<file path="config.mk">
export PLATFORM = sky130hd
export DESIGN_NAME = cpu_out_buffer
export DESIGN_NICKNAME = d
export VERILOG_FILES = /design/src/rtl/cpu_out_buffer.sv
export SDC_FILE = /design/constraint.sdc
export NUM_CORES = 1
export LEC_CHECK = 0
export CAP_MARGIN = 20
export CORE_MARGIN = 2
export CORE_UTILIZATION = 55
export CTS_BUF_LIST = sky130_fd_sc_hd__clkbuf_8 sky130_fd_sc_hd__clkbuf_16
export CTS_CLUSTER_SIZE = 24
export DETAILED_ROUTE_END_ITERATION = 7
export DONT_BUFFER_PORTS = 1
export HOLD_SLACK_MARGIN = 0.1
export PLACE_DENSITY = 0.71
export SLEW_MARGIN = 40
export SYNTH_ARGS = -nofsm -noshare
export SYNTH_HDL_FRONTEND = slang
export SYNTH_SLANG_ARGS = --single-unit
</file>
<file path="constraint.sdc">
create_clock -name clock -period 5.1 [get_ports clock]
set_clock_uncertainty 0.05 [all_clocks]
set_input_delay 1.02 -clock clock [delete_from_list [all_inputs] [get_ports clock]]
set_output_delay 1.02 -clock clock [all_outputs]
set_load 0.01 [all_outputs]
</file>
<file path="src/rtl/cpu_out_buffer.sv">
// CPU result capture FIFO that drains each stored word as a byte stream, MSB first,
// over a valid/ready handshake. Words arriving while the FIFO is full are dropped and flagged.
module cpu_out_buffer #(
  parameter int WIDTH    = 24,
  parameter int DEPTH    = 16,
  parameter int PTRWIDTH = 4
) (
  input  logic                clock,
  input  logic                reset,
  input  logic                outFlag,
  input  logic [WIDTH-1:0]    out,
  input  logic                startIO,
  input  logic                byteReady,
  output logic                byteValid,
  output logic [7:0]          byteData,
  output logic [PTRWIDTH:0]   count,
  output logic                full,
  output logic                empty,
  output logic                overflow
);

  localparam int NBYTES = WIDTH / 8;
  localparam int IDXW   = (NBYTES > 1) ? $clog2(NBYTES) : 1;
  localparam logic [PTRWIDTH:0]   DEPTH_C  = (PTRWIDTH+1)'(DEPTH);
  localparam logic [PTRWIDTH:0]   CNT_ONE  = (PTRWIDTH+1)'(1);
  localparam logic [PTRWIDTH:0]   CNT_ZERO = (PTRWIDTH+1)'(0);
  localparam logic [PTRWIDTH-1:0] PTR_ONE  = PTRWIDTH'(1);
  localparam logic [IDXW-1:0]     IDX_ONE  = IDXW'(1);
  localparam logic [IDXW-1:0]     IDX_ZERO = IDXW'(0);
  localparam logic [IDXW-1:0]     IDX_LAST = IDXW'(NBYTES - 1);

  typedef enum logic [0:0] {IDLE = 1'b0, SEND = 1'b1} state_t;

  state_t               state_r, state_nx_s;
  logic [WIDTH-1:0]     mem_r [DEPTH];
  logic [PTRWIDTH-1:0]  wr_ptr_r, rd_ptr_r;
  logic [PTRWIDTH:0]    count_r, count_nx_s;
  logic [WIDTH-1:0]     hold_r, hold_nx_s;
  logic [IDXW-1:0]      idx_r, idx_nx_s;
  logic                 byte_valid_r, byte_valid_nx_s;
  logic [7:0]           byte_data_r, byte_data_nx_s;
  logic                 full_r, empty_r, overflow_r;
  logic                 pop_s, wr_s, drop_s, accept_s, last_s;

  // Byte i of a word counted from the most significant end
  function automatic logic [7:0] sel_byte(input logic [WIDTH-1:0] w, input logic [IDXW-1:0] i);
    logic [WIDTH-1:0] sh;
    sh = w << {i, 3'b000};
    return sh[WIDTH-1 -: 8];
  endfunction

  assign pop_s    = (state_r == IDLE) && startIO && (count_r != CNT_ZERO);
  assign wr_s     = outFlag && ((count_r < DEPTH_C) || pop_s);
  assign drop_s   = outFlag && !wr_s;
  assign accept_s = (state_r == SEND) && byte_valid_r && byteReady;
  assign last_s   = (idx_r == IDX_LAST);

  // Occupancy next value from simultaneous write/pop
  always_comb begin
    count_nx_s = count_r;
    case ({wr_s, pop_s})
      2'b10:   count_nx_s = count_r + CNT_ONE;
      2'b01:   count_nx_s = count_r - CNT_ONE;
      default: count_nx_s = count_r;
    endcase
  end

  // Next-state logic for the drain FSM
  always_comb begin
    state_nx_s = state_r;
    case (state_r)
      IDLE:    state_nx_s = pop_s ? SEND : IDLE;
      SEND:    state_nx_s = (accept_s && last_s) ? IDLE : SEND;
      default: state_nx_s = IDLE;
    endcase
  end

  // Next values of the held word, byte index and the registered byte outputs
  always_comb begin
    hold_nx_s       = hold_r;
    idx_nx_s        = idx_r;
    byte_valid_nx_s = byte_valid_r;
    byte_data_nx_s  = byte_data_r;
    case (state_r)
      IDLE: begin
        if (pop_s) begin
          hold_nx_s       = mem_r[rd_ptr_r];
          idx_nx_s        = IDX_ZERO;
          byte_valid_nx_s = 1'b1;
          byte_data_nx_s  = sel_byte(mem_r[rd_ptr_r], IDX_ZERO);
        end else begin
          byte_valid_nx_s = 1'b0;
        end
      end
      SEND: begin
        if (accept_s) begin
          if (last_s) begin
            byte_valid_nx_s = 1'b0;
          end else begin
            idx_nx_s       = idx_r + IDX_ONE;
            byte_data_nx_s = sel_byte(hold_r, idx_r + IDX_ONE);
          end
        end else begin
          byte_valid_nx_s = 1'b1;
        end
      end
      default: byte_valid_nx_s = 1'b0;
    endcase
  end

  // State, pointers, occupancy flags and output registers
  always_ff @(posedge clock) begin
    if (reset) begin
      state_r      <= IDLE;
      wr_ptr_r     <= '0;
      rd_ptr_r     <= '0;
      count_r      <= '0;
      hold_r       <= '0;
      idx_r        <= '0;
      byte_valid_r <= 1'b0;
      byte_data_r  <= 8'h00;
      full_r       <= 1'b0;
      empty_r      <= 1'b1;
      overflow_r   <= 1'b0;
    end else begin
      state_r      <= state_nx_s;
      wr_ptr_r     <= wr_s  ? (wr_ptr_r + PTR_ONE) : wr_ptr_r;
      rd_ptr_r     <= pop_s ? (rd_ptr_r + PTR_ONE) : rd_ptr_r;
      count_r      <= count_nx_s;
      hold_r       <= hold_nx_s;
      idx_r        <= idx_nx_s;
      byte_valid_r <= byte_valid_nx_s;
      byte_data_r  <= byte_data_nx_s;
      full_r       <= (count_nx_s == DEPTH_C);
      empty_r      <= (count_nx_s == CNT_ZERO);
      overflow_r   <= overflow_r | drop_s;
    end
  end

  // Storage array; contents after reset are don't-care
  always_ff @(posedge clock) begin
    if (wr_s) begin
      mem_r[wr_ptr_r] <= out;
    end
  end

  assign byteValid = byte_valid_r;
  assign byteData  = byte_data_r;
  assign count     = count_r;
  assign full      = full_r;
  assign empty     = empty_r;
  assign overflow  = overflow_r;

endmodule

</file>
# Word-level counts from Yosys, hierarchy flattened
# Memories as Yosys holds them, arrays and structs flattened. A register that Yosys moved wholly into a read port is not among the register bits.
# Cells that the tools add are included.
dict set report word_totals {
  input_bits 29
  memories 1
  regBits 52
  mem_bits_rw 384
  wordCells 61
  output_inout_bits 17
}
# name words word_bits rd rd_ports_with_merged_regs write_ports line_no
set memory_table {}
lappend memory_table {mem_r 16 24 1 1 1 35} ;# logic [WIDTH-1:0] mem_r [DEPTH];
dict set report op_classes {
  order_cmp 1
  n_mux 19
  n_reduce_logical 13
  n_eq_ne 8
  n_addsub 5
  n_bitwise 2
  shift 1
}
# operator count
set op_table {}
lappend op_table {{two-way mux 8 bit} 3}
lappend op_table {{left shift 24 x 5 -> 24 bit} 1}
lappend op_table {{one-hot mux 8 bit (2 select lines)} 1}
lappend op_table {{one-hot mux 5 bit (2 select lines)} 1}
lappend op_table {{adder 4 x 1 -> 4 bit, second input constant} 2}
lappend op_table {{two-way mux 4 bit} 2}
lappend op_table {{logical AND 1 bit} 7}
lappend op_table {{two-way mux 1 bit} 6}
lappend op_table {{two-way mux 2 bit} 3}
lappend op_table {{adder 5 x 1 -> 5 bit, second input constant} 1}
lappend op_table {{== test 5 bit, second input constant} 1}
lappend op_table {{logical NOT 5 bit} 1}
lappend op_table {{< comparator 5 bit, second input constant} 1}
lappend op_table {{nonzero test 5 bit} 1}
lappend op_table {{subtractor 5 x 1 -> 5 bit, second input constant} 1}
lappend op_table {{== test 2 bit, second input constant} 2}
lappend op_table {{!= test 2 bit, second input constant} 2}
lappend op_table {{one-hot mux 1 bit (2 select lines)} 2}
lappend op_table {{one-hot mux 2 bit (2 select lines)} 1}
lappend op_table {{!= test 3 x 2 -> 1 bit, second input constant} 1}
lappend op_table {{AND reduction 3 bit} 1}
lappend op_table {{adder 2 x 1 -> 2 bit, second input constant} 1}
lappend op_table {{== test 2 x 1 -> 1 bit, second input constant} 1}
lappend op_table {{!= test 2 x 1 -> 1 bit, second input constant} 1}
lappend op_table {{5 further kinds} 5}

# Depth between registers and ports, before layout
# Gate-level depths: netlist (run 1).
dict set report depth {
  ltp_word 8
  mapped_depth 14
  depth_no_buf 10
}

# Least setup slack after synthesis (run 1)
# No wires, ideal clock.
dict set report synth_timing {
  path_type {input -> register}
  from {input startIO}
  to {memory mem_r[3][0], enable pin}
  t_arrival_ns 3.435
  n_path_buf 0
  path_stages 4
  setup_ns 0.435
  setup_slack_ns 1.180
  t_required_ns 4.615
  cell_sequence {nand2b_1 a21boi_1 nand2_1 nor3_1}
}
dict set report synth_via {
  elab_chain_len 6
}
# item line_no
set synth_rtl {}
lappend synth_rtl {{start: declaration} 12} ;# input logic startIO,
lappend synth_rtl {{logical AND 1 bit (2 in series)} 52} ;# assign pop_s = (state_r == IDLE) && startIO && (count_r != CNT_ZERO);
lappend synth_rtl {{logical OR 1 bit} 53} ;# assign wr_s = outFlag && ((count_r < DEPTH_C) || pop_s);
lappend synth_rtl {{logical AND 1 bit} 53}
lappend synth_rtl {{two-way mux 1 bit} 142} ;# if (wr_s) begin
lappend synth_rtl {{two-way mux 1 bit (not written as such)} 143} ;# mem_r[wr_ptr_r] <= out;
lappend synth_rtl {{end: declaration} 35}
# Every way passes these cells.

# Final worst setup path (run 1)
dict set report layout_timing {
  from {register count_r[0], in the netlist count[0]}
  to {register empty_r, in the netlist empty}
}
dict set report layout_via {
  elab_chain_len 7
  elab_cells_between_ends 11
  classes_between {add/sub (2); order compare (1); eq/ne (2); mux (1); reduce/logical (5)}
}
# item line_no
set layout_rtl {}
lappend layout_rtl {{start: declaration} 37} ;# logic [PTRWIDTH:0] count_r, count_nx_s;
lappend layout_rtl {{start signal: assignment} 129} ;# count_r <= count_nx_s;
lappend layout_rtl {{parallel branches: the longest is 5 deep, another holds < comparator 5 bit} n/a}
lappend layout_rtl {{one-hot mux 5 bit (2 select lines) *} 61} ;# case ({wr_s, pop_s})
lappend layout_rtl {{logical NOT 5 bit *} 135} ;# empty_r <= (count_nx_s == CNT_ZERO);
lappend layout_rtl {{end signal: assignment} 135}
lappend layout_rtl {{end: declaration} 42} ;# logic full_r, empty_r, overflow_r;
# Every way passes the cells marked *.
# A chain may end at the register's enable or synchronous reset.

==> tab_implementation.tex, run 1 <==
\begin{tabular}{lr}
\hline
Metric & Value \\
\hline
\multicolumn{2}{l}{\textbf{Floorplan}} \\
\quad Core Area & 30300 um\^{}2 \\
\quad Cell row count & 64 \\
\quad Total die area & 32000 um\^{}2 \\
\quad Die Y & 179 um \\
\quad Number of placed I/O pins & 46 \\
\quad Starting Density & 55.5\% \\
\quad Horizontal die dimension & 179 um \\
\multicolumn{2}{l}{\textbf{Place}} \\
\quad Input/output buffers & 0 \\
\quad HPWL after detailed placement & 20900 um \\
\quad Routability cong. & 0.898 \\
\multicolumn{2}{l}{\textbf{Worst hold path}} \\
\quad Worst min-delay path startpoint & hold\_r[21] \\
\quad Worst Hold Class & reg2reg \\
\multicolumn{2}{l}{\textbf{STA}} \\
\quad Fmax & 292 MHz \\
\quad Worst Max-Slew Pin Slew & 704 ps \\
\quad Setup repair after global routing missed its margin & no \\
\quad Endpoints failing hold & 0 \\
\quad Final setup violation count & 0 \\
\quad Hold\_ws & 403 ps \\
\quad Worst slew margin & 53.0\% \\
\quad Part of the cycle the worst path needs & 67.1\% \\
\quad Shortest period the worst path allows & 3420 ps \\
\quad Final sum of negative setup slack & 0 ps \\
\quad Final number of max-transition violations & 0 \\
\multicolumn{2}{l}{\textbf{Clock network}} \\
\quad Deepest clock path buffer count & 3 \\
\quad Cts bufs inserted & 43 \\
\quad Clock Latency Late Sink & 520 ps \\
\quad CTS root buffer & sky130\_fd\_sc\_hd\_\_clkbuf\_16 \\
\quad H-tree Lvls & 2 \\
\quad Count of clock tree sinks & 440 \\
\quad CTS tree & yes \\
\quad Resized cells post-CTS & 0 \\
\quad Clock-pin slew on the worst setup and hold paths & 60 ps \\
\quad Number of buffers inserted for hold repair after clock tree synthesis & 0 \\
\quad Setup fix buffers added after clock tree synthesis & 0 \\
\multicolumn{2}{l}{\textbf{Detailed routing}} \\
\quad Detailed-router iteration count before antenna repair & 5 \\
\quad Number of remaining DRC errors & 0 \\
\quad Post-detailed-route wirelength per cell & 26.6 um \\
\quad Via count normalized by instance count & 6.37 \\
\quad Detail Route Antenna Nets & 0 \\
\quad Vias post-DR & 8350 \\
\quad Total wirelength of the detailed-routed design & 34900 um \\
\quad Number of DRC markers after the initial detailed-route iteration & 916 \\
\multicolumn{2}{l}{\textbf{Global route}} \\
\quad Initial antenna violation count & 0 \\
\quad Wire length of the first global-routing pass & 52900 um \\
\quad Largest net degree at the start of global routing & 97 \\
\quad Gr ovfl total & 0 \\
\quad Via count of the first global-routing pass & 8564 \\
\quad Aggregate global-route resource usage & 22.6\% \\
\multicolumn{2}{l}{\textbf{Yosys}} \\
\quad Area fraction of the dominant cell type after synthesis & 68.5\% \\
\quad Synthesized area divided by synthesized cell count & 19.5 um\^{}2 \\
\quad Share of flip-flops with an asynchronous set or reset & 0\% \\
\quad Cells after synthesis & 865 \\
\quad Number of synthesized flops with an enable pin & 384 \\
\quad FF+latch count, synth & 440 \\
\quad Cell types with the highest counts after synthesis & sky130\_fd\_sc\_hd\_\_edfxtp\_1 (384), sky130\_fd\_sc\_hd\_\_mux4\_2 (96), sky130\_fd\_sc\_hd\_\_dfxtp\_1 (56) \\
\quad Dominant cells by area after synthesis & sky130\_fd\_sc\_hd\_\_edfxtp\_1 (68\%), sky130\_fd\_sc\_hd\_\_mux4\_2 (13\%), sky130\_fd\_sc\_hd\_\_dfxtp\_1 (6.7\%), sky130\_fd\_sc\_hd\_\_a22o\_1 (1.7\%), sky130\_fd\_sc\_hd\_\_a221oi\_1 (0.83\%) \\
\quad Area of the mapped netlist & 16800 um\^{}2 \\
\quad Sequential fraction of the synthesis area & 75.1\% \\
\quad Synth Net Count & 903 \\
\quad Number of warning messages in the yosys log & 0 \\
\quad Distinct cells, synth & 47 \\
\quad Most numerous cell in the Yosys netlist & sky130\_fd\_sc\_hd\_\_edfxtp\_1 \\
\quad Most frequently used flop master after synthesis & sky130\_fd\_sc\_hd\_\_edfxtp\_1 \\
\quad Biggest area consumer among synthesized cells & sky130\_fd\_sc\_hd\_\_edfxtp\_1 \\
\multicolumn{2}{l}{\textbf{Run status}} \\
\quad Run status & finished, final reports clean \\
\multicolumn{2}{l}{\textbf{Power and ir drop}} \\
\quad Leakage power of the design & 5.98 nW \\
\quad Peak supply drop & 0.227 mV \\
\quad Pwr dens & 453 nW/um\^{}2 \\
\multicolumn{2}{l}{\textbf{Setup path}} \\
\quad FF-to-FF Start & count[0] \\
\quad Critical path startpoint & count[0] \\
\quad Data arrival at the endpoint of the critical path & 3790 ps \\
\quad Highest fanout seen on the critical path & 26 \\
\quad Worst Setup Path Type & reg2reg \\
\quad CP endpoint kind & flip-flop \\
\quad Data required time of the critical path & 5470 ps \\
\quad Worst setup SP type & flip-flop \\
\multicolumn{2}{l}{\textbf{Finish}} \\
\quad Post-synthesis to final-layout area growth & 11.4\% \\
\quad Final net count & 919 \\
\quad Inserted Diodes & 0 \\
\quad Fraction of layout instances using a drive strength above 1 & 22.4\% \\
\multicolumn{2}{l}{\textbf{Flow run}} \\
\quad Maximum capacitance violations & 0 \\
\hline
\end{tabular}
[report_power, final]
group / internal, W / total [W] / switching, W
clock network: 0.00178 / 0.00303 / 0.00125
registers: 0.00411 / 0.00428 / 0.000172
logic: 0.000538 / 0.00118 / 0.000646
total: 0.00643 / 0.00850 / 0.00207
[stage by stage]
step                      utilization (%)  instance area [um^2]  instances  setup slack, ps  total power [W]
after CTS                            61.8                 18800       1310             1740          0.00854
after global placement               57.2                 17400       1231             1350          0.00546
after floorplan                         -                 16800        865             1180          0.00523
after global routing                 61.8                 18800       1310             1480          0.00882
final                                61.8                 18800       1310             1680          0.00850
after detailed placement             57.3                 17400       1232             1580          0.00554
[cell usage in the layout, fill, tap and decap left out, types with 4 or more instances in the layout]
cell | netlist | routed
sky130_fd_sc_hd__edfxtp_1 | 384 | 384
sky130_fd_sc_hd__mux4_2 | 96 | 96
sky130_fd_sc_hd__dfxtp_1 | 56 | 54
sky130_fd_sc_hd__clkbuf_16 | 0 | 45
sky130_fd_sc_hd__a22o_1 | 32 | 32
sky130_fd_sc_hd__a21oi_1 | 26 | 26
sky130_fd_sc_hd__o21ai_0 | 26 | 26
sky130_fd_sc_hd__nor2_1 | 36 | 23
sky130_fd_sc_hd__buf_4 | 1 | 22
sky130_fd_sc_hd__nand2_1 | 21 | 21
sky130_fd_sc_hd__inv_1 | 4 | 18
sky130_fd_sc_hd__nand3b_1 | 17 | 17
sky130_fd_sc_hd__a221oi_1 | 16 | 16
sky130_fd_sc_hd__nor2_2 | 1 | 13
sky130_fd_sc_hd__mux2i_1 | 11 | 11
sky130_fd_sc_hd__nand3_1 | 10 | 10
sky130_fd_sc_hd__ha_1 | 9 | 9
sky130_fd_sc_hd__o21ai_1 | 8 | 8
sky130_fd_sc_hd__a22oi_1 | 8 | 8
sky130_fd_sc_hd__clkinv_1 | 1 | 7
sky130_fd_sc_hd__nand2b_1 | 8 | 7
sky130_fd_sc_hd__clkinv_2 | 0 | 7
sky130_fd_sc_hd__xor2_1 | 6 | 6
sky130_fd_sc_hd__nor3_2 | 0 | 4
sky130_fd_sc_hd__xnor2_1 | 4 | 4
[sequential cells by signal, indices dropped and copies added, names as in the netlist, named ones only]
name and cells:
mem_r 384, hold_r 24, byteData 8, count 5, rd_ptr_r 4, wr_ptr_r 4, idx_r 2, byteValid 1
empty 1, full 1, overflow 1, state_r 1
[area by class of cell]
type | instances | area [um^2]
Clock buffer | 48 | 1170
Clock inverter | 30 | 200
Fill cell | 1987 | 11600
Inverter | 6 | 22.5
Multi-Input combinational cell | 366 | 4010
Sequential cell | 440 | 12700
Tap cell | 396 | 495
Timing Repair Buffer | 24 | 205
[worst paths after layout]
| kind | to | slack (ps) | depth (start not counted) |
|---|---|---|---|
| max reg2reg | empty | 1680 | 9 |
| min | hold_r[21] | 400 | 2 |
| max | empty | 1680 | 9 |
| min reg2reg | hold_r[21] | 400 | 2 |
[critical path: stages, from the launching register on]
cell and delay [ps]:
sky130_fd_sc_hd__dfxtp_1 420, sky130_fd_sc_hd__nor3_1 510, sky130_fd_sc_hd__nand2_1 180, sky130_fd_sc_hd__nand2b_2 400, sky130_fd_sc_hd__inv_2 260, sky130_fd_sc_hd__ha_1 500, sky130_fd_sc_hd__a2111oi_0 400, sky130_fd_sc_hd__mux2i_1 170
sky130_fd_sc_hd__and4_1 210, sky130_fd_sc_hd__a31o_1 220
[kinds of logic (layout without fill, tap and decap cells)]
logic type / count (synthesis) / in the layout / synth area share (%)
AOI/OAI and AO/OA: 127 / 127 / 5.20
xor gates and xnor gates: 10 / 10 / 0.520
adders and majority gates: 9 / 9 / 0.669
buffers and inverters: 59 / 108 / 1.48
DFF: 440 / 440 / 75.1
muxes: 107 / 107 / 13.5
and+or+nand+nor: 113 / 113 / 3.49
[per-layer routing]
layer,GRT usage (%),vias up,share of wire [%],wire length (um)
met5,0,-,0,0
met4,6.94,0,2.3,805
met3,4.07,52,8.6,3000
met2,35.1,382,48,16800
met1,32.9,4338,41,14200
li1,-,3578,-,-
(Power assumes the default switching activity.)
==> inputs of run 2 (changes only) <==
clock period = 3.5 ns   (was 5.1 ns; I/O delays follow)
==> tab_implementation.tex, run 2 (synthesis gave the netlist of run 1 again) <==
\begin{tabular}{lr}
\hline
Metric & Value \\
\hline
\multicolumn{2}{l}{\textbf{Run status}} \\
\quad Run status & finished, final reports clean (unchanged) \\
\multicolumn{2}{l}{\textbf{Setup path}} \\
\quad End of the critical path & empty (unchanged) \\
\quad Library cell contributing the largest single delay on the critical path & sky130\_fd\_sc\_hd\_\_a2111oi\_0 (was sky130\_fd\_sc\_hd\_\_nor3\_1) \\
\quad Reg2Reg Capture Point & empty (unchanged) \\
\quad Number of cell instances on the worst register-to-register path & 9 (unchanged) \\
\quad Data required time of the critical path & 3880 ps (was 5470 ps) \\
\quad Critical path startpoint & count[0] (unchanged) \\
\quad Register-to-register path setup slack & 540 ps (was 1680 ps) \\
\quad Worst Setup Path Type & reg2reg (unchanged) \\
\quad Cells traversed along the worst timing path & nor3\_1 -> nand2\_1 -> nand2b\_1 -> inv\_2 -> ha\_1 -> a2111oi\_0 -> mux2i\_1 -> and4\_1 -> a31o\_1 (was nor3\_1 -> nand2\_1 -> nand2b\_2 -> inv\_2 -> ha\_1 -> a2111oi\_0 -> mux2i\_1 -> and4\_1 -> a31o\_1) \\
\quad Number of gates on the worst path with buffers counted & 9 (unchanged) \\
\quad CP endpoint kind & flip-flop (unchanged) \\
\quad FF-to-FF Start & count[0] (unchanged) \\
\quad Kind of cell adding the most delay to the critical path & simple AND/OR/NAND/NOR gates (unchanged) \\
\quad Worst stage delay on the critical path & 530 ps (was 510 ps) \\
\quad Highest fanout seen on the critical path & 12 (was 26) \\
\quad Worst setup SP type & flip-flop (unchanged) \\
\quad Number of buffers and inverters on the critical path & 1 (unchanged) \\
\quad Data arrival at the endpoint of the critical path & 3340 ps (was 3790 ps) \\
\multicolumn{2}{l}{\textbf{Detailed routing}} \\
\quad Number of DRC markers after the initial detailed-route iteration & 818 (was 916) \\
\quad Via count normalized by instance count & 6.39 (was 6.37) \\
\quad Detailed-router iteration count before antenna repair & 5 (unchanged) \\
\quad Vias post-DR & 8404 (was 8350) \\
\quad Total wirelength of the detailed-routed design & 35500 um (was 34900 um) \\
\quad Number of remaining DRC errors & 0 (unchanged) \\
\quad Post-detailed-route wirelength per cell & 27.0 um (was 26.6 um) \\
\quad Detail Route Antenna Nets & 0 (unchanged) \\
\multicolumn{2}{l}{\textbf{Floorplan}} \\
\quad Die Y & 179 um (unchanged) \\
\quad Number of placed I/O pins & 46 (unchanged) \\
\quad Starting Density & 55.5\% (unchanged) \\
\quad Horizontal die dimension & 179 um (unchanged) \\
\quad Core Area & 30300 um\^{}2 (unchanged) \\
\quad Cell row count & 64 (unchanged) \\
\quad Total die area & 32000 um\^{}2 (unchanged) \\
\multicolumn{2}{l}{\textbf{Clock network}} \\
\quad Cts bufs inserted & 43 (unchanged) \\
\quad Deepest clock path buffer count & 3 (unchanged) \\
\quad Number of buffers inserted for hold repair after clock tree synthesis & 0 (unchanged) \\
\quad H-tree Lvls & 2 (unchanged) \\
\quad Setup fix buffers added after clock tree synthesis & 0 (unchanged) \\
\quad Resized cells post-CTS & 0 (unchanged) \\
\quad CTS tree & yes (unchanged) \\
\quad CTS root buffer & sky130\_fd\_sc\_hd\_\_clkbuf\_16 (unchanged) \\
\quad Count of clock tree sinks & 440 (unchanged) \\
\quad Clock-pin slew on the worst setup and hold paths & 60 ps (about the same) \\
\quad Clock Latency Late Sink & 530 ps (was 520 ps) \\
\multicolumn{2}{l}{\textbf{Power and ir drop}} \\
\quad Part of the total power dissipated in the clock network & 34.8\% (was 35.6\%) \\
\quad Switching power & 0.00308 W (was 0.00207 W) \\
\quad Fraction of power spent switching nets & 25.0\% (was 24.3\%) \\
\quad Pwr dens & 651 nW/um\^{}2 (was 453 nW/um\^{}2) \\
\quad Int Power & 0.00922 W (was 0.00643 W) \\
\quad Peak supply drop & 0.339 mV (was 0.227 mV) \\
\quad Part of the total power dissipated in combinational logic & 14.3\% (was 13.9\%) \\
\quad Leakage power of the design & 5.97 nW (was 5.98 nW) \\
\quad Sequential Power Share & 50.8\% (was 50.4\%) \\
\multicolumn{2}{l}{\textbf{Global route}} \\
\quad Gr ovfl total & 0 (unchanged) \\
\quad Via count of the first global-routing pass & 8597 (was 8564) \\
\quad Aggregate global-route resource usage & 23.0\% (was 22.6\%) \\
\quad Wire length of the first global-routing pass & 53500 um (was 52900 um) \\
\quad Largest net degree at the start of global routing & 59 (was 97) \\
\quad Initial antenna violation count & 0 (unchanged) \\
\multicolumn{2}{l}{\textbf{STA}} \\
\quad Shortest period the worst path allows & 2960 ps (was 3420 ps) \\
\quad Part of the cycle the worst path needs & 84.6\% (was 67.1\%) \\
\quad Final setup violation count & 0 (unchanged) \\
\quad Final sum of negative setup slack & 0 ps (unchanged) \\
\quad Final number of max-transition violations & 0 (unchanged) \\
\quad Setup repair after global routing missed its margin & no (unchanged) \\
\quad Worst Max-Slew Pin Slew & 850 ps (was 704 ps) \\
\quad Endpoints failing hold & 0 (unchanged) \\
\quad Fmax & 338 MHz (was 292 MHz) \\
\quad Worst slew margin & 43.2\% (was 53.0\%) \\
\multicolumn{2}{l}{\textbf{Finish}} \\
\quad Final net count & 924 (was 919) \\
\quad Fraction of layout instances using a drive strength above 1 & 23.3\% (was 22.4\%) \\
\quad Flip-flop count of the largest register after layout & 384 (unchanged) \\
\quad Commonest cells after routing, fill and taps aside & sky130\_fd\_sc\_hd\_\_edfxtp\_1 (384), sky130\_fd\_sc\_hd\_\_mux4\_2 (96), sky130\_fd\_sc\_hd\_\_dfxtp\_1 (54) (unchanged) \\
\quad Most common cell after layout, fill and taps aside & sky130\_fd\_sc\_hd\_\_edfxtp\_1 (unchanged) \\
\quad Largest register by flop count & mem\_r (unchanged) \\
\quad Final core utilization & 62.2\% (was 61.8\%) \\
\quad Inserted Diodes & 0 (unchanged) \\
\quad Post-synthesis to final-layout area growth & 12.2\% (was 11.4\%) \\
\multicolumn{2}{l}{\textbf{Flow run}} \\
\quad Maximum capacitance violations & 0 (unchanged) \\
\multicolumn{2}{l}{\textbf{Place}} \\
\quad HPWL after detailed placement & 20100 um (was 20900 um) \\
\quad Input/output buffers & 0 (unchanged) \\
\quad Routability cong. & 0.885 (was 0.898) \\
\multicolumn{2}{l}{\textbf{Worst hold path}} \\
\quad Worst Hold Class & in2reg (was reg2reg) \\
\quad Worst min-delay path startpoint & reset (was hold\_r[21]) \\
\hline
\end{tabular}
[run 2: final cells by class]
type | instances | area [um^2]
timing repair buffer | 29 | 363
clock buffer | 44 | 1090
multi-input combinational | 366 | 4040
fill | 2016 | 11500
tap | 396 | 495
clock inverter | 35 | 223
sequential | 440 | 12700
inverter | 6 | 22.5
[run 2: power groups by stage]
stage	logic [W]	registers, W	clock network (W)
final	0.00176	0.00626	0.00428
after global routing	0.00193	0.00629	0.00456
after CTS	0.00178	0.00625	0.00435
after detailed placement	0.00176	0.00636	0
after global placement	0.00171	0.00634	0
after floorplan	0.00139	0.00623	0
[run 2: how the worst min path moves through the flow]
stage / slack (ps) / depth (start not counted) / end
after global routing: 160 / 1 / flip-flop
after detailed placement: 400 / 2 / hold_r[16]
after global placement: 390 / 2 / hold_r[23]
after floorplan: 390 / 2 / idx_r[1]
after CTS: 170 / 1 / flip-flop
final: 180 / 1 / idx_r[1]
[run 2: per-layer routing]
layer	global-route usage, %	up-vias	share of wire, %
met5	0	-	0
met4	7.01	0	2.2
met3	4.90	59	9.1
met2	37.0	408	50
met1	32.1	4354	39
li1	-	3583	-
[run 2: metrics by stage]
stage / setup slack, ps / cells / power (W) / hold slack, ps / area, um^2
floorplan: 538 / 865 / 0.00762 / 386 / 16900
global placement: 355 / 1236 / 0.00805 / 387 / 17500
detailed placement: 180 / 1237 / 0.00812 / 397 / 17600
CTS: 361 / 1316 / 0.0124 / 166 / 18900
global route: 389 / 1316 / 0.0128 / 164 / 18900
finish: 541 / 1316 / 0.0123 / 178 / 18900
==> inputs of run 3 (changes only) <==
clock period = 2.94 ns   (was 3.5 ns; I/O delays follow)
==> tab_implementation.tex, run 3 (synthesis gave the netlist of run 1 again) <==
\begin{tabular}{lr}
\hline
Metric & Value \\
\hline
\multicolumn{2}{l}{\textbf{Detailed routing}} \\
\quad Number of remaining DRC errors & 0 (unchanged) \\
\quad Via count normalized by instance count & 6.36 (was 6.39) \\
\quad Total wirelength of the detailed-routed design & 36100 um (was 35500 um) \\
\quad Detailed-router iteration count before antenna repair & 5 (unchanged) \\
\quad Post-detailed-route wirelength per cell & 26.3 um (was 27.0 um) \\
\quad Number of DRC markers after the initial detailed-route iteration & 842 (was 818) \\
\quad Detail Route Antenna Nets & 0 (unchanged) \\
\quad Vias post-DR & 8716 (was 8404) \\
\multicolumn{2}{l}{\textbf{Finish}} \\
\quad Commonest cells after routing, fill and taps aside & sky130\_fd\_sc\_hd\_\_edfxtp\_1 (384), sky130\_fd\_sc\_hd\_\_mux4\_2 (96), sky130\_fd\_sc\_hd\_\_dfxtp\_1 (54) (unchanged) \\
\quad Fraction of layout instances using a drive strength above 1 & 24.1\% (was 23.3\%) \\
\quad Filler instances & 1989 (was 2016) \\
\quad Most common cell after layout, fill and taps aside & sky130\_fd\_sc\_hd\_\_edfxtp\_1 (unchanged) \\
\quad Final net count & 979 (was 924) \\
\quad Flip-flop count of the largest register after layout & 384 (unchanged) \\
\quad Largest register by flop count & mem\_r (unchanged) \\
\quad Post-synthesis to final-layout area growth & 14.8\% (was 12.2\%) \\
\multicolumn{2}{l}{\textbf{STA}} \\
\quad Fmax & 368 MHz (was 338 MHz) \\
\quad Final sum of negative setup slack & 0 ps (unchanged) \\
\quad Final setup violation count & 0 (unchanged) \\
\quad Shortest period the worst path allows & 2720 ps (was 2960 ps) \\
\quad Part of the cycle the worst path needs & 92.4\% (was 84.6\%) \\
\quad Setup repair after global routing missed its margin & no (unchanged) \\
\quad Worst Max-Slew Pin Slew & 734 ps (was 850 ps) \\
\quad Final number of max-transition violations & 0 (unchanged) \\
\quad Worst slew margin & 51.0\% (was 43.2\%) \\
\quad Endpoints failing hold & 0 (unchanged) \\
\multicolumn{2}{l}{\textbf{Place}} \\
\quad Routability cong. & 0.931 (was 0.885) \\
\quad Input/output buffers & 0 (unchanged) \\
\quad HPWL after detailed placement & 21200 um (was 20100 um) \\
\multicolumn{2}{l}{\textbf{Worst hold path}} \\
\quad Worst min-delay path startpoint & reset (unchanged) \\
\quad Worst Hold Class & in2reg (unchanged) \\
\multicolumn{2}{l}{\textbf{Power and ir drop}} \\
\quad Power after layout & 0.0149 W (was 0.0123 W) \\
\quad Pwr dens & 771 nW/um\^{}2 (was 651 nW/um\^{}2) \\
\quad Leakage power of the design & 6.26 nW (was 5.97 nW) \\
\quad Peak supply drop & 0.478 mV (was 0.339 mV) \\
\multicolumn{2}{l}{\textbf{Floorplan}} \\
\quad Number of placed I/O pins & 46 (unchanged) \\
\quad Cell row count & 64 (unchanged) \\
\quad Horizontal die dimension & 179 um (unchanged) \\
\quad Starting Density & 55.5\% (unchanged) \\
\quad Core Area & 30300 um\^{}2 (unchanged) \\
\quad Total die area & 32000 um\^{}2 (unchanged) \\
\quad Die Y & 179 um (unchanged) \\
\multicolumn{2}{l}{\textbf{Clock network}} \\
\quad CTS tree & yes (unchanged) \\
\quad Number of buffers inserted for hold repair after clock tree synthesis & 25 (was 0) \\
\quad Count of clock tree sinks & 440 (unchanged) \\
\quad Cts bufs inserted & 44 (was 43) \\
\quad Clock Latency Late Sink & 530 ps (about the same) \\
\quad CTS root buffer & sky130\_fd\_sc\_hd\_\_clkbuf\_16 (unchanged) \\
\quad Clock-pin slew on the worst setup and hold paths & 60 ps (about the same) \\
\quad Setup fix buffers added after clock tree synthesis & 0 (unchanged) \\
\quad Resized cells post-CTS & 0 (unchanged) \\
\quad Deepest clock path buffer count & 3 (unchanged) \\
\quad H-tree Lvls & 2 (unchanged) \\
\multicolumn{2}{l}{\textbf{Setup path}} \\
\quad Number of buffers and inverters on the critical path & 0 (was 1) \\
\quad Critical path startpoint & state\_r (was count[0]) \\
\quad Worst Setup Path Type & reg2reg (unchanged) \\
\quad Cells traversed along the worst timing path & or3b\_4 -> a21oi\_1 -> xor2\_1 -> ha\_1 -> o211a\_1 -> o21bai\_1 -> o32ai\_2 -> xnor2\_1 -> and4bb\_1 (was nor3\_1 -> nand2\_1 -> nand2b\_1 -> inv\_2 -> ha\_1 -> a2111oi\_0 -> mux2i\_1 -> and4\_1 -> a31o\_1) \\
\quad Worst stage delay on the critical path & 440 ps (was 530 ps) \\
\quad Worst setup SP type & flip-flop (unchanged) \\
\quad Library cell contributing the largest single delay on the critical path & sky130\_fd\_sc\_hd\_\_or3b\_4 (was sky130\_fd\_sc\_hd\_\_a2111oi\_0) \\
\quad CP endpoint kind & flip-flop (unchanged) \\
\quad Data arrival at the endpoint of the critical path & 3090 ps (was 3340 ps) \\
\quad Kind of cell adding the most delay to the critical path & compound AO/OA/AOI/OAI gates (was simple AND/OR/NAND/NOR gates) \\
\quad FF-to-FF Start & state\_r (was count[0]) \\
\quad Highest fanout seen on the critical path & 6 (was 12) \\
\quad Data required time of the critical path & 3310 ps (was 3880 ps) \\
\multicolumn{2}{l}{\textbf{Global route}} \\
\quad Wire length of the first global-routing pass & 54300 um (was 53500 um) \\
\quad Initial antenna violation count & 2 (was 0) \\
\quad Largest net degree at the start of global routing & 55 (was 59) \\
\quad Via count of the first global-routing pass & 8954 (was 8597) \\
\quad Gr ovfl total & 0 (unchanged) \\
\quad Aggregate global-route resource usage & 23.4\% (was 23.0\%) \\
\multicolumn{2}{l}{\textbf{Run status}} \\
\quad Run status & finished, final reports clean (unchanged) \\
\multicolumn{2}{l}{\textbf{Flow run}} \\
\quad Maximum capacitance violations & 0 (unchanged) \\
\hline
\end{tabular}
run 3: cell count changes in the layout (fill, tap and decap cells not counted), moves of 2 or more:
cell / delta
sky130_fd_sc_hd__buf_4: +34
sky130_fd_sc_hd__inv_6: -3
sky130_fd_sc_hd__clkinv_1: -3
sky130_fd_sc_hd__clkinv_2: -7
sky130_fd_sc_hd__inv_1: +12
sky130_fd_sc_hd__clkbuf_16: +2
sky130_fd_sc_hd__buf_12: -3
sky130_fd_sc_hd__dlygate4sd3_1: +24
run 3: path summary, 6_finish.rpt:
| kind | end | slack, ps | depth (start not counted) |
|---|---|---|---|
| setup reg to reg | full | 220 | 9 |
| hold reg to reg | hold_r[16] | 410 | 2 |
| hold / removal | empty | 120 | 1 |
| setup / recovery | full | 220 | 9 |
run 3: routing by layer:
| layer | vias up | global-route usage, % | share of wire [%] |
|---|---|---|---|
| li1 | 3712 | - | - |
| met1 | 4503 | 31.6 | 39 |
| met2 | 418 | 39.0 | 50 |
| met3 | 81 | 4.22 | 8.6 |
| met4 | 2 | 7.38 | 2.7 |
| met5 | - | 0 | 0.036 |
run 3: area by class of cell:
class | instances | area (um^2) | share of cell area, %
clock inverters | 34 | 214 | 1.11
repair buffers | 83 | 771 | 3.99
multi-input cells | 366 | 4030 | 20.9
diodes | 1 | 2.50 | 0.0130
clock buffers | 45 | 1130 | 5.83
well taps | 396 | 495 | 2.56
inverters | 6 | 22.5 | 0.117
flip-flops and latches | 440 | 12700 | 65.5
run 3: power by group:
part	internal, W	total, W	switching, W
registers	0.00713	0.00738	0.000256
logic	0.00106	0.00234	0.00128
clock network	0.00301	0.00517	0.00216
total	0.0112	0.0149	0.00370
run 3: metrics by stage:
step | hold WS [ps] | utilization (%) | instances | setup slack, ps | cell area, um^2
after global routing | 125 | 63.7 | 1371 | 10.5 | 19300
after global placement | 389 | 58.3 | 1266 | 263 | 17700
after floorplan | 386 | - | 865 | 89.7 | 16900
after CTS | 106 | 63.7 | 1370 | 259 | 19300
final | 117 | 63.7 | 1371 | 224 | 19300
after detailed placement | 393 | 58.4 | 1266 | 97.2 | 17700
